$ cat src/rtl/ddbb256_cfg_pkg.sv
// Shared types and helpers for the config-space enumerator: FSM states, config
// register offsets and the address/byte-lane encoders for the 256-bit config bus.
package ddbb256_cfg_pkg;

    typedef enum logic [3:0] {
        StIdle,
        StRdId,
        StWrOnes,
        StRdMask,
        StWrBar,
        StWrIrq,
        StWrCmd,
        StNext,
        StDone
    } cfg_state_e;

    // Absolute byte offsets; bit 5 selects the 32-byte row, bits [4:0] the lane.
    localparam logic [5:0] CFG_OFS_VENDOR = 6'h00;
    localparam logic [5:0] CFG_OFS_CMD    = 6'h04;
    localparam logic [5:0] CFG_OFS_BAR0   = 6'h10;
    localparam logic [5:0] CFG_OFS_IRQ    = 6'h3C;

    localparam int unsigned NUM_BAR = 3;

    function automatic logic [31:0] cfg_adr(input logic [7:0] bus, input logic [4:0] dev,
                                            input logic [2:0] func, input logic [3:0] row);
        return {4'h0, bus, dev, func, 3'd0, row, 5'd0};
    endfunction

    function automatic logic [31:0] lane_sel(input logic [4:0] ofs, input logic [2:0] bytes);
        logic [31:0] m;
        m = (32'd1 << bytes) - 32'd1;
        return m << ofs;
    endfunction

    function automatic logic [5:0] bar_ofs(input logic [1:0] bar);
        return CFG_OFS_BAR0 + {2'b00, bar, 2'b00};
    endfunction

endpackage

$ cat src/rtl/ddbb256_bar_alloc.sv
// Combinational BAR sizing: turns an all-ones readback into a naturally aligned
// base address from the running allocation pointer, with limit/overflow detection.
module ddbb256_bar_alloc (
    input  logic [31:0] readback_i,
    input  logic [31:0] alloc_i,
    input  logic [31:0] limit_i,
    output logic [31:0] bar_val_o,
    output logic [31:0] next_alloc_o,
    output logic        fail_o
);

    logic [31:0] size_mask;
    logic [31:0] size;
    logic [32:0] size_m1;
    logic [32:0] base;
    logic [32:0] last;

    always_comb begin
        size_mask = readback_i & ~32'hF;
        size      = ~size_mask + 32'd1;
        size_m1   = {1'b0, size} - 33'd1;
        // 33-bit so that rounding up past 4 GiB shows up in bit 32 instead of wrapping.
        base      = ({1'b0, alloc_i} + size_m1) & ~size_m1;
        last      = base + size_m1;

        bar_val_o    = '0;
        next_alloc_o = alloc_i;
        fail_o       = 1'b0;
        if (size_mask != '0) begin
            if (last > {1'b0, limit_i}) begin
                fail_o = 1'b1;
            end else begin
                bar_val_o    = base[31:0];
                next_alloc_o = last[31:0] + 32'd1;
            end
        end
    end

endmodule

$ cat src/rtl/ddbb256_cfg_enum.sv
// Config-space enumerator: walks function 0 of each device on one bus, sizes and
// assigns BAR0..BAR2, programs the IRQ line and enables memory decoding.
module ddbb256_cfg_enum
    import ddbb256_cfg_pkg::*;
#(
    parameter int unsigned NUM_DEV   = 8,
    parameter logic [7:0]  CFG_BUS   = 8'd0,
    parameter logic [31:0] MEM_BASE  = 32'h4000_0000,
    parameter logic [31:0] MEM_LIMIT = 32'h7FFF_FFFF,
    parameter int unsigned TIMEOUT   = 16,
    parameter logic [7:0]  IRQ_BASE  = 8'd16
) (
    input  logic               clk_i,
    input  logic               rst_i,
    input  logic               start_i,
    output logic               busy_o,
    output logic               done_o,
    output logic               err_o,
    output logic [NUM_DEV-1:0] dev_found_o,
    output logic               cs_config_o,
    output logic               cyc_o,
    output logic               stb_o,
    output logic               we_o,
    output logic [31:0]        sel_o,
    output logic [31:0]        adr_o,
    output logic [255:0]       dat_o,
    input  logic               ack_i,
    input  logic [255:0]       dat_i
);

    localparam int unsigned TW = (TIMEOUT > 1) ? $clog2(TIMEOUT) : 1;

    cfg_state_e         state_q;
    logic [4:0]         dev_q;
    logic [1:0]         bar_q;
    logic [31:0]        alloc_q;
    logic [31:0]        bar_val_q;
    logic               dev_fail_q;
    logic [TW-1:0]      tmo_q;
    logic               busy_q;
    logic               done_q;
    logic               err_q;
    logic [NUM_DEV-1:0] found_q;
    logic               cyc_q;
    logic               we_q;
    logic [31:0]        sel_q;
    logic [31:0]        adr_q;
    logic [255:0]       dat_q;

    logic               tmo_hit;
    logic               xfer_end;
    logic [255:0]       resp;
    logic [15:0]        vendor;
    logic [31:0]        bar_rb;
    logic [31:0]        alloc_val;
    logic [31:0]        alloc_next;
    logic               alloc_fail;

    logic               acc_we;
    logic [5:0]         acc_ofs;
    logic [2:0]         acc_len;
    logic [31:0]        acc_val;
    logic [31:0]        acc_adr;
    logic [31:0]        acc_sel;
    logic [255:0]       acc_dat;

    assign tmo_hit  = (tmo_q == TW'(TIMEOUT - 1));
    assign xfer_end = cyc_q && (ack_i || tmo_hit);
    // An abandoned read looks like an empty slot: all ones.
    assign resp     = ack_i ? dat_i : '1;
    assign vendor   = resp[{CFG_OFS_VENDOR, 3'b000} +: 16];
    assign bar_rb   = resp[{bar_ofs(bar_q), 3'b000} +: 32];

    ddbb256_bar_alloc u_bar_alloc (
        .readback_i   (bar_rb),
        .alloc_i      (alloc_q),
        .limit_i      (MEM_LIMIT),
        .bar_val_o    (alloc_val),
        .next_alloc_o (alloc_next),
        .fail_o       (alloc_fail)
    );

    // Access the current state issues; reads always fetch the whole of row 0.
    always_comb begin
        acc_we  = 1'b0;
        acc_ofs = CFG_OFS_VENDOR;
        acc_len = 3'd4;
        acc_val = 32'hFFFF_FFFF;
        case (state_q)
            StWrOnes: begin
                acc_we  = 1'b1;
                acc_ofs = bar_ofs(bar_q);
            end
            StWrBar: begin
                acc_we  = 1'b1;
                acc_ofs = bar_ofs(bar_q);
                acc_val = bar_val_q;
            end
            StWrIrq: begin
                acc_we  = 1'b1;
                acc_ofs = CFG_OFS_IRQ;
                acc_len = 3'd1;
                acc_val = {24'd0, IRQ_BASE + {3'd0, dev_q}};
            end
            StWrCmd: begin
                acc_we  = 1'b1;
                acc_ofs = CFG_OFS_CMD;
                acc_len = 3'd2;
                acc_val = dev_fail_q ? 32'h0000_0004 : 32'h0000_0006;
            end
            default: ;
        endcase
        acc_adr = cfg_adr(CFG_BUS, dev_q, 3'd0, {3'd0, acc_ofs[5]});
        acc_sel = acc_we ? lane_sel(acc_ofs[4:0], acc_len) : '1;
        acc_dat = acc_we ? ({224'd0, acc_val} << {acc_ofs[4:0], 3'b000}) : '0;
    end

    always_ff @(posedge clk_i or negedge rst_i) begin
        if (!rst_i) begin
            state_q    <= StIdle;
            dev_q      <= '0;
            bar_q      <= '0;
            alloc_q    <= MEM_BASE;
            bar_val_q  <= '0;
            dev_fail_q <= 1'b0;
            tmo_q      <= '0;
            busy_q     <= 1'b0;
            done_q     <= 1'b0;
            err_q      <= 1'b0;
            found_q    <= '0;
            cyc_q      <= 1'b0;
            we_q       <= 1'b0;
            sel_q      <= '0;
            adr_q      <= '0;
            dat_q      <= '0;
        end else begin
            done_q <= 1'b0;
            unique case (state_q)
                StIdle: begin
                    if (start_i) begin
                        busy_q  <= 1'b1;
                        err_q   <= 1'b0;
                        found_q <= '0;
                        dev_q   <= '0;
                        bar_q   <= '0;
                        alloc_q <= MEM_BASE;
                        state_q <= StRdId;
                    end
                end
                StRdId, StWrOnes, StRdMask, StWrBar, StWrIrq, StWrCmd: begin
                    if (!cyc_q) begin
                        cyc_q <= 1'b1;
                        we_q  <= acc_we;
                        sel_q <= acc_sel;
                        adr_q <= acc_adr;
                        dat_q <= acc_dat;
                    end else if (xfer_end) begin
                        cyc_q <= 1'b0;
                        we_q  <= 1'b0;
                        tmo_q <= '0;
                        case (state_q)
                            StRdId: begin
                                dev_fail_q <= 1'b0;
                                bar_q      <= '0;
                                if (vendor == 16'hFFFF) begin
                                    state_q <= StNext;
                                end else begin
                                    found_q <= found_q | (NUM_DEV'(1) << dev_q);
                                    state_q <= StWrOnes;
                                end
                            end
                            StWrOnes: state_q <= StRdMask;
                            StRdMask: begin
                                bar_val_q <= alloc_val;
                                alloc_q   <= alloc_next;
                                if (alloc_fail) begin
                                    err_q      <= 1'b1;
                                    dev_fail_q <= 1'b1;
                                end
                                state_q <= StWrBar;
                            end
                            StWrBar: begin
                                if (bar_q == 2'(NUM_BAR - 1)) begin
                                    state_q <= StWrIrq;
                                end else begin
                                    bar_q   <= bar_q + 2'd1;
                                    state_q <= StWrOnes;
                                end
                            end
                            StWrIrq: state_q <= StWrCmd;
                            default: state_q <= StNext;
                        endcase
                    end else begin
                        tmo_q <= tmo_q + 1'b1;
                    end
                end
                StNext: begin
                    if (dev_q == 5'(NUM_DEV - 1)) begin
                        done_q  <= 1'b1;
                        busy_q  <= 1'b0;
                        state_q <= StDone;
                    end else begin
                        dev_q   <= dev_q + 5'd1;
                        bar_q   <= '0;
                        state_q <= StRdId;
                    end
                end
                StDone: state_q <= StIdle;
                default: state_q <= StIdle;
            endcase
        end
    end

    assign busy_o      = busy_q;
    assign done_o      = done_q;
    assign err_o       = err_q;
    assign dev_found_o = found_q;
    assign cs_config_o = cyc_q;
    assign cyc_o       = cyc_q;
    assign stb_o       = cyc_q;
    assign we_o        = we_q;
    assign sel_o       = sel_q;
    assign adr_o       = adr_q;
    assign dat_o       = dat_q;

endmodule

$ cat config.mk
export PLATFORM = sky130hd
export DESIGN_NAME = ddbb256_cfg_enum
export DESIGN_NICKNAME = d
export VERILOG_FILES = /design/src/rtl/ddbb256_cfg_pkg.sv /design/src/rtl/ddbb256_bar_alloc.sv /design/src/rtl/ddbb256_cfg_enum.sv
export SDC_FILE = /design/constraint.sdc
export NUM_CORES = 1
export LEC_CHECK = 0
export BUFFER_PORTS_ARGS = -buffer_cell sky130_fd_sc_hd__buf_2
export CAP_MARGIN = 10
export CORE_AREA = 5 5 231 233
export DETAILED_ROUTE_END_ITERATION = 8
export DIE_AREA = 0 0 236 238
export PLACE_DENSITY = 0.64
export SLEW_MARGIN = 0
export SYNTH_ARGS = -nofsm -noshare
export SYNTH_HDL_FRONTEND = slang
export SYNTH_SLANG_ARGS = --single-unit
export TNS_END_PERCENT = 5
$ cat constraint.sdc
create_clock -name clk_i -period 7.7 [get_ports clk_i]
set_input_delay 0 -clock clk_i [delete_from_list [all_inputs] [get_ports clk_i]]
set_output_delay 0 -clock clk_i [all_outputs]
set_load 0.01 [all_outputs]
* Word level (Yosys, flattened, before mapping)
Index checks and enable logic that the tools add are counted.
** Word-level totals
- Word-level logic and storage cells :: 147
- Output and inout port bits :: 335
- Bits of input ports :: 260
- Register bits after elaboration :: 387
** Cells by class
- Multiplexer cells :: 60
- Bitwise gates (word level) :: 5
- $add $sub $neg :: 11
- Order comparisons :: 1
- Shift-type cells :: 5
- Reductions and logical operators :: 23
- Eq/ne operators :: 26
** Operators with widths (number)
- 2-to-1 mux 256 bit :: 2
- 2-to-1 mux 32 bit :: 9
- indexed part select 256 x 10 -> 32 bit :: 1
- << shifter 32 x 8 -> 256 bit :: 1
- one-hot mux 32 bit (3 select lines) :: 1
- adder 32 x 1 -> 32 bit (second input constant) :: 2
- one-hot mux 32 bit (2 select lines) :: 1
- 2-to-1 mux 8 bit :: 5
- adder 32 x 33 -> 33 bit :: 1
- adder 33 bit :: 1
- bitwise AND 33 bit :: 1
- > comparator 33 x 31 -> 1 bit (second input constant) :: 1
- inverter 33 bit :: 1
- subtractor 32 x 1 -> 33 bit (second input constant) :: 1
- inverter 32 bit :: 1
- nonzero test 32 bit :: 1
- << shifter 1 x 3 -> 32 bit (first input constant) :: 1
- << shifter 32 x 5 -> 32 bit :: 1
- subtractor 32 x 1 -> 32 bit (second input constant) :: 1
- != test 2 bit (second input constant) :: 11
- 2-to-1 mux 4 bit :: 5
- one-hot mux 4 bit (5 select lines) :: 1
- one-hot mux 6 bit (3 select lines) :: 1
- equality test 16 bit (second input constant) :: 1
- other kinds (41) :: 79

* Depth between registers and ports, before layout
- Depth after elaboration :: 16
- Gate-level depth with buffers :: 33
- Mapped depth without buffers :: 26

* By module
A second synthesis with hierarchy kept.
** Second synthesis, totals
- Cells, all modules :: 2255
- Area total of the unflattened synthesis :: 22200.0 µm²
** Modules (own cells, without submodules)
- ddbb256_cfg_enum :: sequential area each 9685.5 µm², area an instance 16195.5 µm², cells an instance 1393, instances 1
- ddbb256_bar_alloc :: sequential area each 0.0 µm², area an instance 6004.5 µm², cells an instance 862, instances 1

* Worst setup path after synthesis
OpenSTA, ideal clock, no wires.
- Kind :: register to register
- Start :: register bar_q[0]
- End :: register alloc_q[5]
- Required time :: 7.572 ns
- Buffers on the path :: 6
- Arrival time :: 7.419 ns
- Period minus slack after synthesis :: 7.546 ns
- Setup time :: 0.128 ns
- Path slack :: 0.154 ns
- Cell stages (with the launch flop) :: 31
- Path through :: dfrtp_1 > buf_6 > buf_6 > buf_2 > buf_2 > mux2_2 > o22ai_2 > ha_1 > nand2_1 > o22ai_1 > and3_1 > clkbuf_1 > a311oi_1 > nand4bb_1 > nor4_2 > nand3_1 > o31ai_1 > nand2_1 > ha_1 > or4_1 > nand2_1 > a21oi_1 > a211o_1 > a211oi_1 > nor2b_1 > mux2i_1 > xor2_1 > nor4_2 > a211o_1 > buf_2 > mux2_1
** Between the ends
- Word-level cells in the longest chain between the ends :: 15
- Elaborated cells between the ends (all ways) :: 21
- Classes of those cells :: add/sub (6); order compare (1); eq/ne (2); shift (1); mux (6); bitwise (3); reduce/logical (2)
** Ends and longest elaborated chain
- start, declared :: line ddbb256_cfg_enum.sv:35 : logic [1:0] bar_q;
- start signal, assigned :: line ddbb256_cfg_enum.sv:186 : bar_q <= bar_q + 2'd1;
- adder 5 x 4 -> 6 bit * :: line ddbb256_cfg_pkg.sv:37 : return CFG_OFS_BAR0 + {2'b00, bar, 2'b00};
- indexed part select 256 x 10 -> 32 bit * :: line ddbb256_cfg_enum.sv:72 : assign bar_rb = resp[{bar_ofs(bar_q), 3'b000} +: 32];
- inverter 32 bit :: line ddbb256_bar_alloc.sv:20 : size = ~size_mask + 32'd1;
- adder 32 x 1 -> 32 bit :: line ddbb256_bar_alloc.sv:20
- subtractor 32 x 1 -> 33 bit :: line ddbb256_bar_alloc.sv:21 : size_m1 = {1'b0, size} - 33'd1;
- adder 32 x 33 -> 33 bit or inverter 33 bit (tied branches) :: line ddbb256_bar_alloc.sv:23 : base = ({1'b0, alloc_i} + size_m1) & ~size_m1;
- bitwise AND 33 bit :: line ddbb256_bar_alloc.sv:23
- adder 33 bit :: line ddbb256_bar_alloc.sv:24 : last = base + size_m1;
- adder 32 x 1 -> 32 bit :: line ddbb256_bar_alloc.sv:34 : next_alloc_o = last[31:0] + 32'd1;
- 2-to-1 mux 32 bit :: line ddbb256_bar_alloc.sv:30 : if (last > {1'b0, limit_i}) begin
- 2-to-1 mux 32 bit :: line ddbb256_bar_alloc.sv:29 : if (size_mask != '0) begin
- 2-to-1 mux 32 bit :: line ddbb256_cfg_enum.sv:161 : case (state_q)
- 2-to-1 mux 32 bit :: line ddbb256_cfg_enum.sv:157 : end else if (xfer_end) begin
- 2-to-1 mux 32 bit :: line ddbb256_cfg_enum.sv:151 : if (!cyc_q) begin
- one-hot mux 32 bit (2 select lines) :: line ddbb256_cfg_enum.sv:138 : unique case (state_q)
- end signal, assigned :: line ddbb256_cfg_enum.sv:175 : alloc_q <= alloc_next;
- end, declared :: line ddbb256_cfg_enum.sv:36 : logic [31:0] alloc_q;
Mark *: on every way between the ends. The rest lies on a longest branch, timed or not. The select of a mux whose other input is x is not followed.
A chain may end at the register's enable or synchronous reset.

* Final worst setup path
- Start :: register bar_q[0]
- End :: register alloc_q[26]
Same word-level chain as after synthesis.

==> summary.md <==
| Metric | Value |
|---|---|
| Max-cap viol count | `0` |
| Total CTS buffers | `39` |
| TritonRoute pass-1 iters | `5` |
| Final Skew | `0.0181 ns` |
| Worst Tran Pin Value | `1.08 ns` |
| Final TNS setup | `0 ns` |
| Die Y-Extent | `238 um` |
| Area Overhead vs Synth | `23.0%` |
| Yosys warnings | `0` |
| Req. time, crit path | `8.10 ns` |
| Clock Latency Late Sink | `0.53 ns` |
| Post-Syn Instances | `1963` |
| Final setup viols | `0` |
| Tcrit/Tclk final | `95.0%` |
| Comb pwr share | `48.7%` |
| Sinks on Clock Net | `379` |
| Dominant cell type by area after synthesis | `dfrtp_1` |
| Total Routing Usage GR | `20.3%` |
| Crit path largest cell delay | `0.59 ns` |
| Crit path time final | `7.31 ns` |
| Remaining DRCs | `0` |
| # IOs | `595` |
| Main flop type after synthesis | `dfrtp_1` |
| Crit Reg-Reg Startpoint | `bar_q[0]` |
| Slowest CP cell | `mux4_2` |
| Top cells by area, synth | `dfrtp_1 (48%), and2_1 (4.9%), nand2_1 (4.8%)` |
| Fin Hold WS | `0.00759 ns` |
| Hold crit path type | `in2async` |
| Kind of critical path | `reg2reg` |
| Total die area | `56200 sq um` |
| Most frequent cells after synthesis | `dfrtp_1 (378), nand2_1 (251), o21ai_0 (173)` |
| Synthesis-stage register bit count | `379` |
| Avg WL per Cell | `19.1 um` |
| Clock power frac | `21.8%` |
| Final hold vios | `0` |
| HPWL Detailed | `45.8 mm` |
| PD cells | `376 nW/um^2` |
| Max-slew headroom | `28.0%` |
| CP Capture Type | `register` |
| Cell depth of the worst flop-to-flop path | `27` |
| Largest net degree at the start of global routing | `260` |
| Initial core utilization | `38.2%` |
| # diodes | `0` |
| Vias per cell | `5.23` |
| Die X | `236 um` |
| CTS tree | `built` |
| Total overflow reported by the global router | `0` |
| Reg2reg end | `alloc_q[26]` |
| First-pass GRT wire length | `93.0 mm` |
| Crit path max-delay family | `compound AO/OA/AOI/OAI gates` |
| Reg2reg setup slack | `0.39 ns` |
| Worst-path clk slew | `0.06 ns` |
| Number of global-route vias before repair | `16200` |
| Drt total wl | `59.5 mm` |
| Clk Tree Root Cell | `clkbuf_16` |
| CTS HTree Levels | `2` |
| Max rail drop VDD | `214 uV` |
| CTS Buffer Depth | `3` |
| Via count | `16300` |
| Leakage power | `0.0122 uW` |
| Site Rows | `83` |
| Synth Cell Area | `19500 sq um` |
| GP Congestion | `0.898` |
| Initial antenna violation count | `1` |
| Final core utilization | `47.1%` |
| Number of flops mapped to enable cells by yosys | `0` |
| Sw power | `3830 uW` |
| Most frequent cell after synthesis | `dfrtp_1` |
| Fmax | `137 MHz` |
| Final Max Slew Viols | `0` |
| DR iter-0 viols | `1225` |
| Sw frac | `42.4%` |
| Fraction of layout cells with a size suffix above 1 | `27.4%` |
| Core region area | `51000 sq um` |
| Syn avg cell area | `9.94 sq um` |
| Post-synth cell types | `90` |
| Worst Path Buf+Inv | `4` |
| Flop pwr share | `29.5%` |
| Post-synthesis sequential area ratio | `48.6%` |
| Buffers on Ports | `440` |
| Routed Antenna Nets | `0` |
| Critical path arrival | `7.71 ns` |
| Internal Power | `5200 uW` |
| CP Max Fanout | `16` |
| Critical Path Start Type | `register` |
| Top-area cell type share of the netlist area | `48.5%` |
| Final #Nets | `2711` |
| Status | `complete, no violations` |
| Fraction of registers with async set/reset | `100%` |
## metal layers
layer | vias up | wire (um) | GRT usage [%]
met5 | - | 7 | 0
met4 | 2 | 821 | 3.66
met3 | 60 | 4110 | 4.08
met2 | 563 | 27800 | 33.6
met1 | 7936 | 26800 | 28.3
li1 | 7739 | - | -
## placed cells by master, fill, tap and decap left out, drive strengths merged, types with 5 or more instances in the layout
master and instances:
mux2 41, and2 152, nor2b 13, or3 17, o21a 10, nand2b 31
or2 8, nor3 46, a21oi 86, mux2i 13, a211oi 9, nor4 10
buf 504, ha 42, conb 28, inv 37, nand3 37, o21ai 185
o31ai 23, mux4 26, o22ai 10, dfrtp 378, nand2 252, clkinv 7
o211ai 13, nor2 114, xnor2 57, a31oi 18, nor3b 8, xor2 29
a21o 41, and4 12, a211o 6, clkbuf 54, nand4 24, and3 12
bufinv 5
## power groups by stage
stage / clock network (uW) / registers (uW) / logic, uW
CTS: 2020 / 2660 / 4390
detailed placement: 0 / 2700 / 4360
global placement: 0 / 2680 / 4270
global route: 2090 / 2710 / 4850
finish: 1970 / 2660 / 4400
floorplan: 0 / 2700 / 2940
## worst max path at each step
stage | cells after the start | to | start
after floorplan | 30 | alloc_q[5] | bar_q[0]
after global placement | 26 | alloc_q[26] | bar_q[0]
after detailed placement | 26 | alloc_q[29] | bar_q[0]
after CTS | 26 | alloc_q[26] | bar_q[0]
after global routing | 27 | alloc_q[26] | bar_q[0]
final | 27 | alloc_q[26] | bar_q[0]
## what timing repair did
| action | in CTS | in global routing |
|---|---|---|
| hold endpoints to repair | 71 | 0 |
| buffers inserted | 0 | 4 |
| setup endpoints to repair | 0 | 57 |
| hold buffers | 3 | 0 |
| gates resized for setup | 0 | 8 |
## sequential cells by signal, summed over array words and instances, names as in the netlist
name	count
dev_q	5
tmo_q	4
bar_val_q	28
dat_o	256
state_q	4
cs_config_o	1
sel_o	32
busy_o	1
dev_fail_q	1
err_o	1
we_o	1
adr_o	6
done_o	1
alloc_q	28
dev_found_o	8
bar_q	2
## cells by family (layout without fill, tap and decap cells)
| logic type | Yosys count | after routing | synth area share (%) |
|---|---|---|---|
| AND/OR/NAND/NOR | 760 | 760 | 20.0 |
| AO/OA/AOI/OAI | 448 | 448 | 14.1 |
| flip-flops | 379 | 379 | 48.6 |
| buffers and inverters | 164 | 611 | 4.00 |
| XOR/XNOR | 87 | 87 | 3.98 |
| multiplexers | 80 | 80 | 6.40 |
| adder cells (fa/ha/maj) | 44 | 44 | 2.85 |
| other | 1 | 28 | 0.0192 |
## cell type report
cell class / count / area (sq um)
Tap cell: 680 / 851
Clock inverter: 16 / 238
Inverter: 34 / 128
Multi-Input combinational cell: 1447 / 9390
Clock buffer: 54 / 1110
Timing Repair Buffer: 507 / 2790
Fill cell: 4768 / 27000
Sequential cell: 379 / 9490
## metrics by stage
step	power [uW]	instance area (sq um)	setup slack, ns	instances
after detailed placement	7060	22600	0.197	3040
after CTS	9070	23900	0.157	3113
after floorplan	5630	19600	0.154	1990
after global routing	9650	24000	-0.0190	3117
after global placement	6950	22600	0.258	3040
final	9030	24000	0.387	3117
No activity file was read; power rests on OpenSTA's default activity.
